===== src/rtl/ps2_key_tracker.sv =====
// PS/2 scan-code decoder: pops bytes from the keyboard FIFO, decodes E0/F0 prefixes and
// tracks up to SLOTS held keys, reporting new makes and breaks as one-cycle pulses.
module ps2_key_tracker #(
  parameter int unsigned SLOTS         = 4,
  parameter int unsigned CNT_W         = 8,
  parameter int unsigned REPEAT_FILTER = 1
) (
  input  logic             clk,
  input  logic             clr,
  input  logic [7:0]       data,
  input  logic             ready,
  input  logic             overflow,
  output logic             nextdata_n,
  output logic [7:0]       key_code,
  output logic             key_ext,
  output logic             key_make,
  output logic             key_break,
  output logic [CNT_W-1:0] press_count,
  output logic [3:0]       held_count,
  output logic             held_any,
  output logic             table_ovf,
  output logic             fifo_ovf
);

  localparam logic [1:0] PhFetch = 2'd0;
  localparam logic [1:0] PhPop   = 2'd1;
  localparam logic [1:0] PhWait  = 2'd2;

  localparam logic [1:0] StIdle   = 2'd0;
  localparam logic [1:0] StExt    = 2'd1;
  localparam logic [1:0] StBrk    = 2'd2;
  localparam logic [1:0] StExtBrk = 2'd3;

  logic [1:0]       ph_q, st_q, st_d;
  logic [7:0]       byte_q;
  logic             pop_n_q;
  logic [SLOTS-1:0] valid_q, valid_d;
  logic [8:0]       key_q [SLOTS];
  logic [8:0]       key_d [SLOTS];
  logic [7:0]       code_q, code_d;
  logic             ext_q, ext_d;
  logic             make_q, make_d, brk_q, brk_d;
  logic [CNT_W-1:0] cnt_q, cnt_d;
  logic             tovf_q, tovf_d, fovf_q;

  logic             ev_make, ev_brk, ev_ext, hit, full;
  logic [8:0]       lookup;
  logic [SLOTS-1:0] match, free_oh;

  // Prefix decoder; st_d is only committed when a byte is being consumed.
  always_comb begin
    st_d    = st_q;
    ev_make = 1'b0;
    ev_brk  = 1'b0;
    ev_ext  = 1'b0;
    case (st_q)
      StIdle: begin
        if (byte_q == 8'hE0) st_d = StExt;
        else if (byte_q == 8'hF0) st_d = StBrk;
        else if (!(byte_q inside {8'hAA, 8'hFA, 8'hFE, 8'hE1, 8'h00, 8'hFF})) ev_make = 1'b1;
      end
      StExt: begin
        if (byte_q == 8'hF0) st_d = StExtBrk;
        else if (byte_q != 8'hE0) begin
          ev_make = 1'b1;
          ev_ext  = 1'b1;
          st_d    = StIdle;
        end
      end
      StBrk: begin
        if (byte_q == 8'hE0) st_d = StExtBrk;
        else if (byte_q != 8'hF0) begin
          ev_brk = 1'b1;
          st_d   = StIdle;
        end
      end
      default: begin
        if (byte_q != 8'hE0 && byte_q != 8'hF0) begin
          ev_brk = 1'b1;
          ev_ext = 1'b1;
          st_d   = StIdle;
        end
      end
    endcase
  end

  assign lookup = {ev_ext, byte_q};

  // Keys are unique in the table, so match is at most one-hot.
  always_comb begin
    for (int i = 0; i < SLOTS; i++) begin
      match[i] = valid_q[i] && (key_q[i] == lookup);
    end
  end

  assign hit     = |match;
  assign full    = &valid_q;
  assign free_oh = ~valid_q & (valid_q + SLOTS'(1));

  always_comb begin
    valid_d = valid_q;
    key_d   = key_q;
    make_d  = 1'b0;
    brk_d   = 1'b0;
    code_d  = code_q;
    ext_d   = ext_q;
    cnt_d   = cnt_q;
    tovf_d  = tovf_q;
    if (ph_q == PhPop) begin
      if (ev_make) begin
        if (!hit || REPEAT_FILTER == 0) begin
          make_d = 1'b1;
          code_d = byte_q;
          ext_d  = ev_ext;
        end
        if (!hit) begin
          cnt_d = cnt_q + CNT_W'(1);
          if (full) begin
            tovf_d = 1'b1;
          end else begin
            valid_d = valid_q | free_oh;
            for (int i = 0; i < SLOTS; i++) begin
              if (free_oh[i]) key_d[i] = lookup;
            end
          end
        end
      end else if (ev_brk) begin
        valid_d = valid_q & ~match;
        brk_d   = 1'b1;
        code_d  = byte_q;
        ext_d   = ev_ext;
      end
    end
  end

  always_ff @(posedge clk) begin
    if (clr) begin
      ph_q    <= PhFetch;
      st_q    <= StIdle;
      byte_q  <= 8'h00;
      pop_n_q <= 1'b1;
      valid_q <= '0;
      for (int i = 0; i < SLOTS; i++) key_q[i] <= 9'h000;
      code_q  <= 8'h00;
      ext_q   <= 1'b0;
      make_q  <= 1'b0;
      brk_q   <= 1'b0;
      cnt_q   <= '0;
      tovf_q  <= 1'b0;
      fovf_q  <= 1'b0;
    end else begin
      case (ph_q)
        PhFetch: begin
          if (ready) begin
            ph_q    <= PhPop;
            byte_q  <= data;
            pop_n_q <= 1'b0;
          end
        end
        PhPop: begin
          ph_q    <= PhWait;
          pop_n_q <= 1'b1;
          st_q    <= st_d;
        end
        default: ph_q <= PhFetch;
      endcase
      valid_q <= valid_d;
      key_q   <= key_d;
      code_q  <= code_d;
      ext_q   <= ext_d;
      make_q  <= make_d;
      brk_q   <= brk_d;
      cnt_q   <= cnt_d;
      tovf_q  <= tovf_d;
      fovf_q  <= fovf_q | overflow;
    end
  end

  always_comb begin
    held_count = 4'd0;
    for (int i = 0; i < SLOTS; i++) held_count = held_count + 4'(valid_q[i]);
  end

  assign held_any    = (held_count != 4'd0);
  assign nextdata_n  = pop_n_q;
  assign key_code    = code_q;
  assign key_ext     = ext_q;
  assign key_make    = make_q;
  assign key_break   = brk_q;
  assign press_count = cnt_q;
  assign table_ovf   = tovf_q;
  assign fifo_ovf    = fovf_q;

endmodule


===== config.mk =====
export PLATFORM = sky130hd
export DESIGN_NAME = ps2_key_tracker
export DESIGN_NICKNAME = d
export VERILOG_FILES = /design/src/rtl/ps2_key_tracker.sv
export SDC_FILE = /design/constraint.sdc
export NUM_CORES = 1
export LEC_CHECK = 0
export BUFFER_PORTS_ARGS = -buffer_cell sky130_fd_sc_hd__buf_2
export CORE_MARGIN = 8
export CORE_UTILIZATION = 48
export CTS_CLUSTER_DIAMETER = 40
export CTS_CLUSTER_SIZE = 24
export DETAILED_ROUTE_END_ITERATION = 16
export PLACE_DENSITY = 0.73
export SLEW_MARGIN = 10
export SYNTH_ARGS = -nofsm -noshare
export SYNTH_HDL_FRONTEND = slang
export SYNTH_SLANG_ARGS = --single-unit

===== constraint.sdc =====
create_clock -name clk -period 2.7 [get_ports clk]
set_clock_uncertainty 0.05 [all_clocks]
set_input_delay 0.54 -clock clk [delete_from_list [all_inputs] [get_ports clk]]
set_output_delay 0.54 -clock clk [all_outputs]
set_load 0.01 [all_outputs]

==> impl_metrics.env, run 1 <==
export IMPL_multi_input_area_mm2=0.00222
export IMPL_dr_pass1_iters=5
export IMPL_fin_util_pct=58.8
export IMPL_fin_nets=527
export IMPL_p_sw_w=0.000705
export IMPL_worst_path_max_fanout=3
export IMPL_first_iter_violations=272
export IMPL_cts_sinks=74
export IMPL_outcome="finished clean"
export IMPL_die_width_um=106
export IMPL_drc=0
export IMPL_grt_ovfl_total=0
export IMPL_synth_avg_cell_area_um2=8.51
export IMPL_final_antenna_net_count=0
export IMPL_post_drt_wl_per_cell_um=16.2
export IMPL_fmax_mhz=370
export IMPL_regToRegSetupSlack_ps=120
export IMPL_synth_top_area_share_pct=38.3
export IMPL_irDropWorstVdd_v=0.000230
export IMPL_fp_dieH_um=106
export IMPL_p_int_w=0.00171
export IMPL_cts_max_level=3
export IMPL_synth_edf_count=0
export IMPL_pwr_share_seq_pct=46.9
export IMPL_setup_violations=0
export IMPL_pin_count=39
export IMPL_dp_slack_ps=-46.2
export IMPL_hold_viol_final=0
export IMPL_ys_warn_count=0
export IMPL_startpoint_type="flop"
export IMPL_hold_ws_ps=355
export IMPL_drv_slew=0
export IMPL_dr_wl_met2_um=4770
export IMPL_period_minus_slack_ps=2700
export IMPL_critPathCaptureType="output port"
export IMPL_synth_fp_nets=478
export IMPL_synth_cell_types=58
export IMPL_p_leak_nw=1.81
export IMPL_core_area_mm2=0.00777
export IMPL_vias=3510
export IMPL_clkLatencyLatePin_ps=350
export IMPL_synth_flop_cell="dfxtp_1"
export IMPL_topRoutingLayerUsed="met4"
export IMPL_synthArstFlopShare_pct=0
export IMPL_synth_area_leader_cell="dfxtp_1"
export IMPL_yosysMostFrequentCell="dfxtp_1"
export IMPL_antenna_found_initial=0
export IMPL_cts_buffers=9
export IMPL_clk_pin_slew_ps=70
export IMPL_dp_cells=590
export IMPL_total_power_w=0.00242
export IMPL_dp_hpwl_um=6850
export IMPL_fin_cells=611
export IMPL_crit_arrival_ps=2110
export IMPL_drt_total_wl_um=9870
export IMPL_grt_pass1_wl_um=16500
export IMPL_first_global_vias=3442
export IMPL_period_share_pct=100
export IMPL_num_rows=32
export IMPL_crit_required_ps=2110
export IMPL_via_per_inst=5.74
export IMPL_n_antenna_cell=0
export IMPL_ys_seq_area_share_pct=38.3
export IMPL_cap_violations=0
export IMPL_switching_share_pct=29.2
export IMPL_clockBufferDepth=2
export IMPL_fp_dieArea_mm2=0.0112
export IMPL_syn_inst=455
export IMPL_synth_common_cells="dfxtp_1 (74), a21oi_1 (49), nand3_1 (49)"
export IMPL_fin_ws_ps=0.264
export IMPL_rsz0062_at_grt="true"
export IMPL_drive_gt1_share_pct=23.0
export IMPL_hp_class="input port to flop"
export IMPL_placement_io_buffers=37
export IMPL_grtUsageTotal_pct=17.8
export IMPL_grt_max_degree=49
export IMPL_slew_headroom_pct=66.3
export IMPL_path_class="flop to output port"
export IMPL_syn_to_final_growth_pct=17.9
export IMPL_root_buffer="clkbuf_8"
export IMPL_wl_met1_um=4370
export IMPL_syn_area_mm2=0.00387
export IMPL_power_combinational_fraction_pct=18.8
export IMPL_wl_met3_um=531
export IMPL_clkPwrFrac_pct=34.3
export IMPL_synth_seq_cells=74
export IMPL_place_gp_congestion=0.931
export IMPL_cts_tree="built"
export IMPL_power_density_mw_per_mm2=530
export IMPL_fill_cells=700
export IMPL_register_area_mm2=0.00149
export IMPL_synth_area_leaders="dfxtp_1 (38%), a21oi_1 (6.3%), nand3_1 (6.3%), o21ai_0 (5.4%), xnor2_1 (5.2%)"
export IMPL_initial_utilization_pct=49.9
export IMPL_tightest_slew_ps=505
export IMPL_hold_buffers=0
[flip-flops by register name, summed over array words and instances, names as in the netlist]
name / flops
byte_q: 8
fifo_ovf: 1
key_break: 1
key_code: 8
key_ext: 1
key_make: 1
key_q: 36
nextdata_n: 1
ph_q: 2
press_count: 8
st_q: 2
table_ovf: 1
valid_q: 4
[layout make-up]
cell class,count,area share [%]
Tap cell,102,2.80
Multi-Input combinational cell,330,48.6
Clock buffer,10,2.80
Timing Repair Buffer,75,10.9
Inverter,14,1.15
Clock inverter,6,1.26
Sequential cell,74,32.6
[timing repair]
item,4_1_cts,5_1_grt
hold endpoints to repair,0,0
endpoints found under the setup margin,29,24
pin swaps,1,3
gates resized for setup,9,6
buffers inserted,4,1
[worst max-delay path, cell delays in order (launching register included)]
cell	delay, ps
dfxtp_2	340
inv_2	50
fa_1	540
inv_2	50
ha_4	150
ha_4	200
or3_1	290
buf_2	140
[path summary, 6_finish.rpt]
path | start | to | cells past startpoint
setup / recovery | valid_q[1] | held_any | 7
hold / removal | overflow | fifo_ovf | 3
setup reg to reg | st_q[1] | valid_q[3] | 11
hold reg to reg | key_code[5] | key_code[5] | 2
[layout by cell type (no fill, tap or decap), drive strengths merged, types with 4 or more instances in the layout]
| cell | n |
|---|---|
| xor2 | 13 |
| dfxtp | 74 |
| clkbuf | 10 |
| nand2 | 23 |
| clkinv | 5 |
| nor2 | 24 |
| o21ai | 42 |
| nor3 | 6 |
| ha | 10 |
| nor2b | 4 |
| a21oi | 49 |
| nand2b | 4 |
| nand3 | 49 |
| o31ai | 5 |
| inv | 13 |
| xnor2 | 23 |
| and3 | 5 |
| nor4 | 5 |
| nand4 | 8 |
| a31oi | 6 |
| buf | 75 |
| mux2i | 16 |
[metal layers]
layer  up-vias  GRT usage [%]
met1      1690           20.7
met2        90           31.2
met4         0           7.34
met5         -              0
met3        18           3.41
li1       1712              -
[stage by stage]
step           TNS, ps  area, um2
6_report             0       4560
5_1_grt          -74.0       4560
4_1_cts          -71.8       4530
3_5_place_dp      -626       4270
3_3_place_gp         0       4270
2_1_floorplan        0       3870
[power by group through the flow]
stage / logic, W / clock network, W / registers [W]
2_1_floorplan: 0.000287 / 0 / 0.00116
3_3_place_gp: 0.000417 / 0 / 0.00116
3_5_place_dp: 0.000419 / 0 / 0.00116
4_1_cts: 0.000448 / 0.000837 / 0.00113
5_1_grt: 0.000493 / 0.000891 / 0.00114
6_report: 0.000455 / 0.000828 / 0.00113
[kinds of logic (layout without fill, tap and decap cells)]
| logic type | Yosys count | in the layout | share of synthesized area [%] |
|---|---|---|---|
| simple gates | 141 | 141 | 19.8 |
| compound gates | 122 | 122 | 18.7 |
| flops | 74 | 74 | 38.3 |
| buf+inv | 51 | 105 | 6.11 |
| xor+xnor | 36 | 36 | 8.14 |
| mux | 19 | 19 | 5.10 |
| fa+ha+maj | 11 | 11 | 3.75 |
| other cells | 1 | 1 | 0.0968 |
Note: power is estimated with default switching activity, not from simulation.
==> inputs of run 2 (changes only) <==
--- a/config.mk
+++ b/config.mk
@@ -12,6 +12,7 @@
 export CTS_CLUSTER_SIZE = 24
 export DETAILED_ROUTE_END_ITERATION = 16
 export PLACE_DENSITY = 0.73
+export RECOVER_POWER = 100
 export SLEW_MARGIN = 10
 export SYNTH_ARGS = -nofsm -noshare
 export SYNTH_HDL_FRONTEND = slang
==> impl_metrics.env, run 2 (synthesis gave the netlist of run 1 again) <==
export IMPL_outcome="finished clean"
export IMPL_drc=0
export IMPL_pin_count=39
export IMPL_irDropWorstVdd_v=0.000230
export IMPL_cts_max_level=3
export IMPL_fin_nets=527
export IMPL_num_rows=32
export IMPL_hold_buffers=0
export IMPL_crit_required_ps=2110
export IMPL_grt_pass1_wl_um=16500
export IMPL_grt_max_degree=49
export IMPL_drt_total_wl_um=9900
export IMPL_final_common_cell="dfxtp_1"
export IMPL_period_minus_slack_ps=2700
export IMPL_setup_violations=0
export IMPL_syn_to_final_growth_pct=16.2
export IMPL_cp_top_family="adder cells"
export IMPL_cts_sinks=74
export IMPL_final_antenna_net_count=0
export IMPL_antenna_found_initial=0
export IMPL_use_met1_pct=20.7
export IMPL_busiest_layer="met2"
export IMPL_power_density_mw_per_mm2=533
export IMPL_total_power_w=0.00240
export IMPL_tightest_slew_ps=976
export IMPL_critPathCaptureType="output port"
export IMPL_cts_buffers=9
export IMPL_via_per_inst=5.74
export IMPL_hold_viol_final=0
export IMPL_crit_path_top_delay_cell="fa_1"
export IMPL_first_global_vias=3442
export IMPL_initial_utilization_pct=49.9
export IMPL_clk_pin_slew_ps=70
export IMPL_root_buffer="clkbuf_8"
export IMPL_grt_use_met2_pct=31.2
export IMPL_globalRouteMet3Util_pct=3.41
export IMPL_die_width_um=106
export IMPL_fp_dieArea_mm2=0.0112
export IMPL_dr_pass1_iters=5
export IMPL_fin_cells=611
export IMPL_dp_hpwl_um=6850
export IMPL_placement_io_buffers=37
export IMPL_clockBufferDepth=2
export IMPL_crit_arrival_ps=2110
export IMPL_fmax_mhz=371
export IMPL_dp_cells=590
export IMPL_place_gp_congestion=0.931
export IMPL_worst_path_max_fanout=3
export IMPL_startpoint_type="flop"
export IMPL_dp_slack_ps=-46.2
export IMPL_cts_tree="built"
export IMPL_slowest_delay_ps=540
export IMPL_hp_class="input port to flop"
export IMPL_regMostFlops="key_q"
export IMPL_first_iter_violations=276
export IMPL_grt_ovfl_total=0
export IMPL_p_leak_nw=1.69
export IMPL_n_antenna_cell=0
export IMPL_crit_buf_inv=3
export IMPL_slew_headroom_pct=34.9
export IMPL_fin_ws_ps=1.91
export IMPL_drive_gt1_share_pct=17.7
export IMPL_rsz0062_at_grt="true"
export IMPL_period_share_pct=99.9
export IMPL_drv_slew=0
export IMPL_core_area_mm2=0.00777
export IMPL_cap_violations=0
export IMPL_vias=3507
export IMPL_layout_common_cells="dfxtp_1 (70), a21oi_1 (49), nand3_1 (49), o21ai_0 (42), buf_4 (29)"
export IMPL_fp_dieH_um=106
export IMPL_post_drt_wl_per_cell_um=16.2
export IMPL_path_class="flop to output port"
export IMPL_largest_register_ffs=36
export IMPL_crit_chain="inv_2 -> fa_1 -> inv_2 -> ha_4 -> ha_4 -> or3_1 -> buf_2"
export IMPL_clkLatencyLatePin_ps=350
export IMPL_grtUsageTotal_pct=17.8
run 2: routing by layer:
layer / up-vias / wire [um]
li1: 1715 / -
met1: 1670 / 4320
met2: 106 / 4800
met3: 16 / 584
met4: 0 / 195
met5: - / 0
run 2: worst paths after layout:
check              startpoint     endpoint  slack [ps]  cells past startpoint
setup reg to reg    byte_q[6]      key_ext         100                     10
hold reg to reg   key_code[5]  key_code[5]         410                      2
setup / recovery   valid_q[1]     held_any           2                      7
hold / removal       overflow     fifo_ovf         360                      3
run 2: area by class of cell:
cell class / count / area [um2]
inverters: 14 / 52.6
clock inverters: 6 / 57.6
clock buffers: 10 / 128
multi-input cells: 330 / 2210
repair buffers: 75 / 437
fillers: 721 / 3270
well taps: 102 / 128
flip-flops and latches: 74 / 1490
run 2: stage by stage:
| stage | setup TNS (ps) | util (%) | hold slack [ps] | instance area [um2] |
|---|---|---|---|---|
| after detailed placement | -626 | 55.0 | 400 | 4270 |
| after global routing | -1250 | 57.9 | 358 | 4500 |
| final | 0 | 57.9 | 356 | 4500 |
| after CTS | -71.8 | 58.3 | 350 | 4530 |
| after global placement | 0 | 55.0 | 390 | 4270 |
| after floorplan | 0 | - | 375 | 3870 |
run 2: repair_timing:
action / in CTS / in global routing
gates resized for setup: 9 / 6
endpoints found under the setup margin: 29 / 24
buffers inserted: 4 / 1
pin swaps: 1 / 3
run 2: worst register-to-register path, stage by stage, from the launching register on:
cell and delay [ps]:
dfxtp_1 400, clkbuf_2 270, buf_4 180, xnor2_1 110
nand4_1 110, nor3_1 390, nand4_2 200, and2_0 220
a21boi_1 160, buf_4 220, mux2i_1 230
run 2: power breakdown:
group	internal, W	total, W	switching [W]	leakage (nW)
clock	0.000421	0.000825	0.000405	0.0958
sequential	0.00111	0.00113	0.0000212	0.601
combinational	0.000164	0.000437	0.000273	0.997
total	0.00170	0.00240	0.000699	1.69
